$ cat src/rtl/jhash_ctl.sv
// jhash_ctl: lookup3 sequencing controller for the jhash datapath.
// Absorbs 96-bit blocks into the a/b/c state, steps the mix and final rounds,
// and presents the final c as the hash with a valid/ack handshake.
// Build option: define JHASH_CTL_MIX2_EN to evaluate two round lines per cycle.
module jhash_ctl #(
   parameter logic [31:0] INIT_CONST = 32'hdeadbeef
) (
   input  logic        clk,
   input  logic        rst_n,
   input  logic        start,
   input  logic [31:0] length,
   input  logic [31:0] initval,
   input  logic [31:0] stream_data0,
   input  logic [31:0] stream_data1,
   input  logic [31:0] stream_data2,
   input  logic        stream_valid,
   input  logic        stream_done,
   output logic        stream_ack,
   output logic [31:0] hash_value,
   output logic        hash_valid,
   input  logic        hash_ack,
   output logic        busy,
   output logic        len_err
);

   typedef enum logic [2:0] {S_IDLE, S_ABSORB, S_MIX, S_FINAL, S_DONE} state_t;

   typedef struct packed {
      logic [31:0] a;
      logic [31:0] b;
      logic [31:0] c;
   } abc_t;

`ifdef JHASH_CTL_MIX2_EN
   localparam logic [2:0] MIX_LAST = 3'd2;
   localparam logic [2:0] FIN_LAST = 3'd3;
`else
   localparam logic [2:0] MIX_LAST = 3'd5;
   localparam logic [2:0] FIN_LAST = 3'd6;
`endif

   function automatic logic [31:0] rotl(input logic [31:0] x, input int unsigned r);
      return (x << r) | (x >> (32 - r));
   endfunction

   // One lookup3 line; fin selects the final round table, idx the line within it.
   function automatic abc_t do_line(input logic fin, input logic [2:0] idx, input abc_t s);
      abc_t o;
      o = s;
      if (!fin) begin
         case (idx)
            3'd0:    begin o.a = (s.a - s.c) ^ rotl(s.c, 4);  o.c = s.c + s.b; end
            3'd1:    begin o.b = (s.b - s.a) ^ rotl(s.a, 6);  o.a = s.a + s.c; end
            3'd2:    begin o.c = (s.c - s.b) ^ rotl(s.b, 8);  o.b = s.b + s.a; end
            3'd3:    begin o.a = (s.a - s.c) ^ rotl(s.c, 16); o.c = s.c + s.b; end
            3'd4:    begin o.b = (s.b - s.a) ^ rotl(s.a, 19); o.a = s.a + s.c; end
            3'd5:    begin o.c = (s.c - s.b) ^ rotl(s.b, 4);  o.b = s.b + s.a; end
            default: o = s;
         endcase
      end else begin
         case (idx)
            3'd0:    o.c = (s.c ^ s.b) - rotl(s.b, 14);
            3'd1:    o.a = (s.a ^ s.c) - rotl(s.c, 11);
            3'd2:    o.b = (s.b ^ s.a) - rotl(s.a, 25);
            3'd3:    o.c = (s.c ^ s.b) - rotl(s.b, 16);
            3'd4:    o.a = (s.a ^ s.c) - rotl(s.c, 4);
            3'd5:    o.b = (s.b ^ s.a) - rotl(s.a, 14);
            default: o.c = (s.c ^ s.b) - rotl(s.b, 24);
         endcase
      end
      return o;
   endfunction

   state_t      r_state, w_state_nxt;
   logic [2:0]  r_step, w_step_nxt;
   abc_t        r_s, w_s_nxt, w_line1, w_line2;
   logic [31:0] r_rem, w_rem_nxt;
   logic        r_len_err, w_len_err_nxt;
   logic        w_fin;
   logic [2:0]  w_idx;
   logic [31:0] w_seed;

   assign w_seed = INIT_CONST + (length << 2) + initval;

   // Round datapath: the line(s) selected by the step counter for this cycle.
   always_comb begin
      // NOTE: every always_comb output gets a default first so no latch is inferred.
      w_fin   = (r_state == S_FINAL);
`ifdef JHASH_CTL_MIX2_EN
      w_idx   = {r_step[1:0], 1'b0};
      w_line1 = do_line(w_fin, w_idx, r_s);
      // The fourth final cycle has only line 7 left to evaluate.
      w_line2 = (w_fin && r_step == FIN_LAST) ? w_line1
                                              : do_line(w_fin, w_idx | 3'd1, w_line1);
`else
      w_idx   = r_step;
      w_line1 = do_line(w_fin, w_idx, r_s);
      w_line2 = w_line1;
`endif
   end

   // Next-state and state-update logic for the sequencing FSM.
   always_comb begin
      w_state_nxt   = r_state;
      w_step_nxt    = r_step;
      w_s_nxt       = r_s;
      w_rem_nxt     = r_rem;
      w_len_err_nxt = r_len_err;
      stream_ack    = 1'b0;
      case (r_state)
         S_IDLE: begin
            if (start) begin
               w_s_nxt       = '{a: w_seed, b: w_seed, c: w_seed};
               w_rem_nxt     = length;
               w_len_err_nxt = 1'b0;
               w_step_nxt    = 3'd0;
               w_state_nxt   = (length == 32'd0) ? S_DONE : S_ABSORB;
            end
         end
         S_ABSORB: begin
            stream_ack = stream_valid;
            if (stream_valid) begin
               w_s_nxt.a = r_s.a + stream_data0;
               if (r_rem >= 32'd2) w_s_nxt.b = r_s.b + stream_data1;
               if (r_rem >= 32'd3) w_s_nxt.c = r_s.c + stream_data2;
               // Sequencing follows rem; stream_done only feeds the error flag.
               if (stream_done != (r_rem <= 32'd3)) w_len_err_nxt = 1'b1;
               w_step_nxt = 3'd0;
               if (r_rem > 32'd3) begin
                  w_rem_nxt   = r_rem - 32'd3;
                  w_state_nxt = S_MIX;
               end else begin
                  w_state_nxt = S_FINAL;
               end
            end
         end
         S_MIX: begin
            w_s_nxt = w_line2;
            if (r_step == MIX_LAST) begin
               w_step_nxt  = 3'd0;
               w_state_nxt = S_ABSORB;
            end else begin
               w_step_nxt = r_step + 3'd1;
            end
         end
         S_FINAL: begin
            w_s_nxt = w_line2;
            if (r_step == FIN_LAST) begin
               w_step_nxt  = 3'd0;
               w_state_nxt = S_DONE;
            end else begin
               w_step_nxt = r_step + 3'd1;
            end
         end
         S_DONE: begin
            if (hash_ack) w_state_nxt = S_IDLE;
         end
         default: w_state_nxt = S_IDLE;
      endcase
   end

   // State registers with synchronous active-low reset.
   always_ff @(posedge clk) begin
      // NOTE: non-blocking assignments keep all registers updating off the same pre-edge values.
      if (!rst_n) begin
         r_state   <= S_IDLE;
         r_step    <= 3'd0;
         r_s       <= '0;
         r_rem     <= 32'd0;
         r_len_err <= 1'b0;
      end else begin
         r_state   <= w_state_nxt;
         r_step    <= w_step_nxt;
         r_s       <= w_s_nxt;
         r_rem     <= w_rem_nxt;
         r_len_err <= w_len_err_nxt;
      end
   end

   assign hash_valid = (r_state == S_DONE);
   assign hash_value = hash_valid ? r_s.c : 32'd0;
   assign busy       = (r_state != S_IDLE);
   assign len_err    = r_len_err;

endmodule

$ cat config.mk
export PLATFORM = sky130hd
export DESIGN_NAME = jhash_ctl
export DESIGN_NICKNAME = d
export VERILOG_FILES = /design/src/rtl/jhash_ctl.sv
export SDC_FILE = /design/constraint.sdc
export NUM_CORES = 2
export LEC_CHECK = 0
export ABC_AREA = 0
export BUFFER_PORTS_ARGS = -buffer_cell sky130_fd_sc_hd__buf_2
export CAP_MARGIN = 25
export CORE_MARGIN = 2
export CORE_UTILIZATION = 50
export CTS_CLUSTER_SIZE = 28
export DETAILED_ROUTE_END_ITERATION = 8
export PLACE_DENSITY = 0.69
export RECOVER_POWER = 25
export SETUP_SLACK_MARGIN = 0.2
export SYNTH_ARGS = -nofsm -noshare
export SYNTH_HDL_FRONTEND = slang
export SYNTH_SLANG_ARGS = --single-unit
$ cat constraint.sdc
create_clock -name clk -period 8.9 [get_ports clk]
set_clock_uncertainty 0.05 [all_clocks]
set_input_delay 0.445 -clock clk [delete_from_list [all_inputs] [get_ports clk]]
set_output_delay 0.445 -clock clk [all_outputs]
set_load 0.02 [all_outputs]
# == Yosys cells after proc, flatten, opt, wreduce, memory -nomap -nowiden ==
# Index checks and enable logic that the tools add are counted.
# totals
regBits,135
out_inout_bits,36
elab_cells,132
# op_classes
add_sub_neg,20
order_cmp,4
eq_ne,26
mux,35
bitwise_logic,21
n_reduce_logical,19
# op_table
operator,n
32-bit case mux with 3 select lines,4
32-bit subtractor,10
96-bit two-way mux,3
96-bit case mux with 3 select lines,1
32-bit XOR,9
32-bit adder,7
32-bit two-way mux,6
32-bit case mux with 2 select lines,3
32-bit by 2-bit greater-or-equal comparator with 1-bit output (second input constant),2
32-bit by 14-bit bitwise OR with 32-bit output,2
32-bit by 16-bit bitwise OR with 32-bit output,2
32-bit by 4-bit bitwise OR with 32-bit output,2
32-bit adder (first input constant),1
32-bit by 2-bit > comparator with 1-bit output (second input constant),1
32-bit by 2-bit <= comparator with 1-bit output (second input constant),1
32-bit logical NOT,1
32-bit by 11-bit bitwise OR with 32-bit output,1
32-bit by 19-bit bitwise OR with 32-bit output,1
32-bit by 24-bit bitwise OR with 32-bit output,1
32-bit by 25-bit bitwise OR with 32-bit output,1
32-bit by 6-bit bitwise OR with 32-bit output,1
32-bit by 8-bit bitwise OR with 32-bit output,1
32-bit by 2-bit subtractor with 32-bit output (second input constant),1
3-bit two-way mux,10
25 further kinds,53

# == Longest topological paths before layout ==
# logic_depth
word_depth,5
ltp_mapped,23
ltp_nobuf,17

# == Least setup slack after synthesis ==
# OpenSTA, ideal clock, no wires.
# synth_timing
kind,register -> register
from,reg r_step[0]
to,reg r_s[20] in the netlist's numbering
setup_ns,0.095
arrival_ns,5.280
required_ns,8.755
path_slack_ns,3.475
stages_incl_launch_ff,23
n_path_buf,6
synth_period_minus_slack_ns,5.425
cell_sequence,dfxtp_1 -> clkbuf_1 -> and2_1 -> ha_1 -> clkbuf_1 -> buf_1 -> clkbuf_1 -> buf_2 -> clkbuf_1 -> a22oi_1 -> o21ai_0 -> ha_1 -> fa_1 -> nand2b_1 -> a21oi_1 -> o41a_1 -> a31oi_1 -> o21ai_0 -> a221o_1 -> a21oi_1 -> xor2_1 -> a211o_1 -> a221oi_1
# synth_via
elab_chain_cells,5
elab_cells_between_ends,15
# synth_lines
item,line_no,rtl
start: declaration,75,"logic [2:0] r_step, w_step_nxt;"
start signal: assignment,173,r_step <= w_step_nxt;
"3-bit equality test, or another cell as far along","51, 61",
4-bit OR reduction (no line) or 2-bit OR reduction (tied branches),--,
32-bit case mux with 3 select lines (on tied branches),"61, 51",
96-bit two-way mux,50,if (!fin) begin
96-bit case mux with 3 select lines,110,case (r_state)
end signal: assignment,174,r_s <= w_s_nxt;
end: declaration,76,"abc_t r_s, w_s_nxt, w_line1, w_line2;"
# Parallel ways exist; a longest one is shown, timed or not.
# A chain may end at the register's enable or synchronous reset.

# == Final worst setup path ==
# layout_timing
from,reg r_state[0]
to,reg r_s[71] in the netlist's numbering
# layout_via
elab_chain_cells,4
elab_cells_between_ends,13
# layout_lines
item,line_no,rtl
start: declaration,74,"state_t r_state, w_state_nxt;"
start signal: assignment,172,r_state <= w_state_nxt;
3-bit by 2-bit equality test with 1-bit output (on tied branches),"88, 110",
2-bit OR reduction (no line),--,
"5-bit by 1-bit != test with 1-bit output (no line), or another cell as far along",--,
5-bit AND reduction (no line),--,
# Parallel ways exist; a longest one is shown, timed or not.

==> metrics <==
status=complete, but fails checks; failing checks=max-capacitance violations, max-slew violations; Slew Viols, Final=~220; GR Util All Layers=52.1%; DRT Wirelength=between 150000 and 200000 um; I/O Buffers=201; total iterations of the first detailed-routing run=9; initial antenna violation count=14; post-route cell area=35500 um2; critical-path maximum fanout=43; Startpoint Class=register; IO Count=202; vias in the first global route=37.0k; Syn Nets=5430; share of cells above drive strength 1=8.02%; CTS buffer count=17; syn_area_per_cell=around 6.8 um2; CP Cell Sequence=inv_1, clkbuf_1, or3_2, clkbuf_1, buf_4, o21ai_0, a211oi_1, a211oi_1; Die ar.=a little under 70000 um2; Die Y=about 260 um; CTS sink cnt=135; largest net degree at the start of global routing=around 70; Fmax=between 100 and 150 MHz; pwr dens=474 nW/um2; Critical-path top delay cell=clkbuf_1; Final nets=approximately 5.5k; Post-CTS Setup Inserts=0; slowest cell delay on critical path=around 2.5 ns; Required @ worst endpoint=9.22 ns; gp weighted congestion=approximately 1.1; Synth cell types=94; Initial DRC Count=between 6k and 7k; Post-synth EDFFs=0; hpwl dp=141000 um; min Tclk post-route=just under 8 ns; area grow syn2layout=8.56%; Worst-Skew Late Latency=0.53 ns; Slew headroom=-135%; cell taking the most area after synthesis=ha_1; synthesis-stage register bit count=135; first-pass GRT wire length=257000 um; post-synth design cell area=32700 um2; Crit Path Class=reg2reg; setup TNS=0 ns; Placed Area=34900 um2; maximum VDD drop=200 uV; synth cell count leaders=612 x a21oi_1, 440 x ha_1, 428 x nor2_1; CTS Hold Bufs=0; Row Count=93; Lkg Pwr=15.4 nW; endpoint type of the worst setup path=register; final instance count without filler cells=just under 6k; vias post-DR=41.2k; CP arrival=8.10 ns; total gr overflow=0; CTS tree=built; main flop type after synthesis=dfxtp_1; top-area cell type share of the netlist area=16.8%; Clock transition at path regs=0.08 ns; RSZ-0062 raised after global routing=false; H-tree depth=4; Clock Tree Root=clkbuf_16; hold slack=between 0.15 and 0.2 ns; Syn Inst Count=4811; cts repair resizes=0; count of final hold-check violations=0; final setup vio count=0; CORE AREA=64600 um2; WL per Instance=31.6 um; Async SR Flop Fraction=0%; Detail Route Antenna Nets=0; Hold Path Class=in2reg; die width=260 um; worst slew pin tran=between 3 and 4 ns; reg2reg setup slack=1.12 ns; Post-Place Cells=5742; Initial Util=approximately 51%; synth top area cells=ha_1 17%, a21oi_1 9.4%, dfxtp_1 8.3%, xnor2_1 7.2%, o21ai_0 5.7%; MaxCap Viol Count=5; clk buf depth=2; count leader, synth=a21oi_1; Pwr Total=16.8 mW; residual DRC count=0; yosys warns=0; Final Cycle Share=slightly below 90%; Avg Vias per Cell=7.11; Seq/Total Area, Yosys=8.25%
[report_power, final]
| group | total, mW | switching (mW) | internal, mW |
|---|---|---|---|
| logic | 14.8 | 9.69 | 5.12 |
| registers | 1.20 | 0.400 | 0.796 |
| clock network | 0.836 | 0.450 | 0.386 |
[cell families (layout without fill, tap and decap cells)]
group / Yosys count / after routing / share of synthesized area, %
flops: 135 / 135 / 8.25
xor+xnor: 359 / 359 / 9.60
buf+inv: 606 / 719 / 7.03
compound gates: 1867 / 1867 / 36.3
mux: 67 / 67 / 2.08
other cells: 0 / 15 / 0
simple gates: 1324 / 1324 / 19.1
fa+ha+maj: 453 / 453 / 17.6
[worst max-delay path: cells and delay by family (launching register included)]
kind	cells	cell delay, ns
DFF	1	0.55
and+or+nand+nor	1	0.41
buffers and inverters	4	5.73
AOI/OAI and AO/OA	3	0.85
[cells in the final DEF, fill, tap and decap left out, drive strengths merged, types with 19 or more instances in the layout]
cell type and instances:
mux2i 61, nand4 42, nor2 429, nor4 49
o22ai 27, a21o 118, ha 440, o21ai 385
a22oi 19, clkbuf 58, nand2b 46, xnor2 268
o21bai 52, nor2b 43, a31oi 74, and3 66
and2 20, a221oi 55, inv 362, dfxtp 135
o31ai 42, a21oi 613, nor3 114, nand3 95
a211oi 95, xor2 91, o2111ai 21, nand2 318
buf 287, o211ai 72, a2111oi 22, a22o 37
or3 38, o21a 49
[registers in the layout (all words and copies together), names as in the netlist]
signal and count:
len_err 1, r_step 3, r_state 3, r_rem 32, r_s 96
[area by class of cell]
cell class	count	area (um2)
diodes	15	37.5
fillers	6616	29000
flip-flops and latches	135	2700
well taps	855	1070
repair buffers	328	1910
clock inverters	15	194
clock buffers	17	425
inverters	359	1350
multi-input cells	4070	27900
[layer usage]
metal	global-route usage [%]	share of wire (%)	wire length (um)	vias to the layer above
met3	18.1	15	27700	872
li1	-	-	-	17960
met4	40.2	9.2	16800	20
met5	0	0.090	164	-
met1	65.3	37	67600	18950
met2	72.2	39	70600	3367
[final timing paths]
| check | cells after the start | startpoint | endpoint |
|---|---|---|---|
| worst min register to register | 2 | r_rem[30] | r_rem[30] |
| worst min-delay path | 3 | stream_valid | r_state[1] |
| worst max-delay path | 8 | r_state[0] | r_s[71] |
| worst max register to register | 8 | r_state[0] | r_s[71] |
[metrics by stage]
stage	worst slack [ns]	utilization, %
finish	1.12	55.0
global route	1.59	55.0
CTS	3.62	55.0
detailed placement	3.66	54.1
global placement	3.69	54.0
floorplan	3.47	-
No activity file was read; power rests on OpenSTA's default activity.
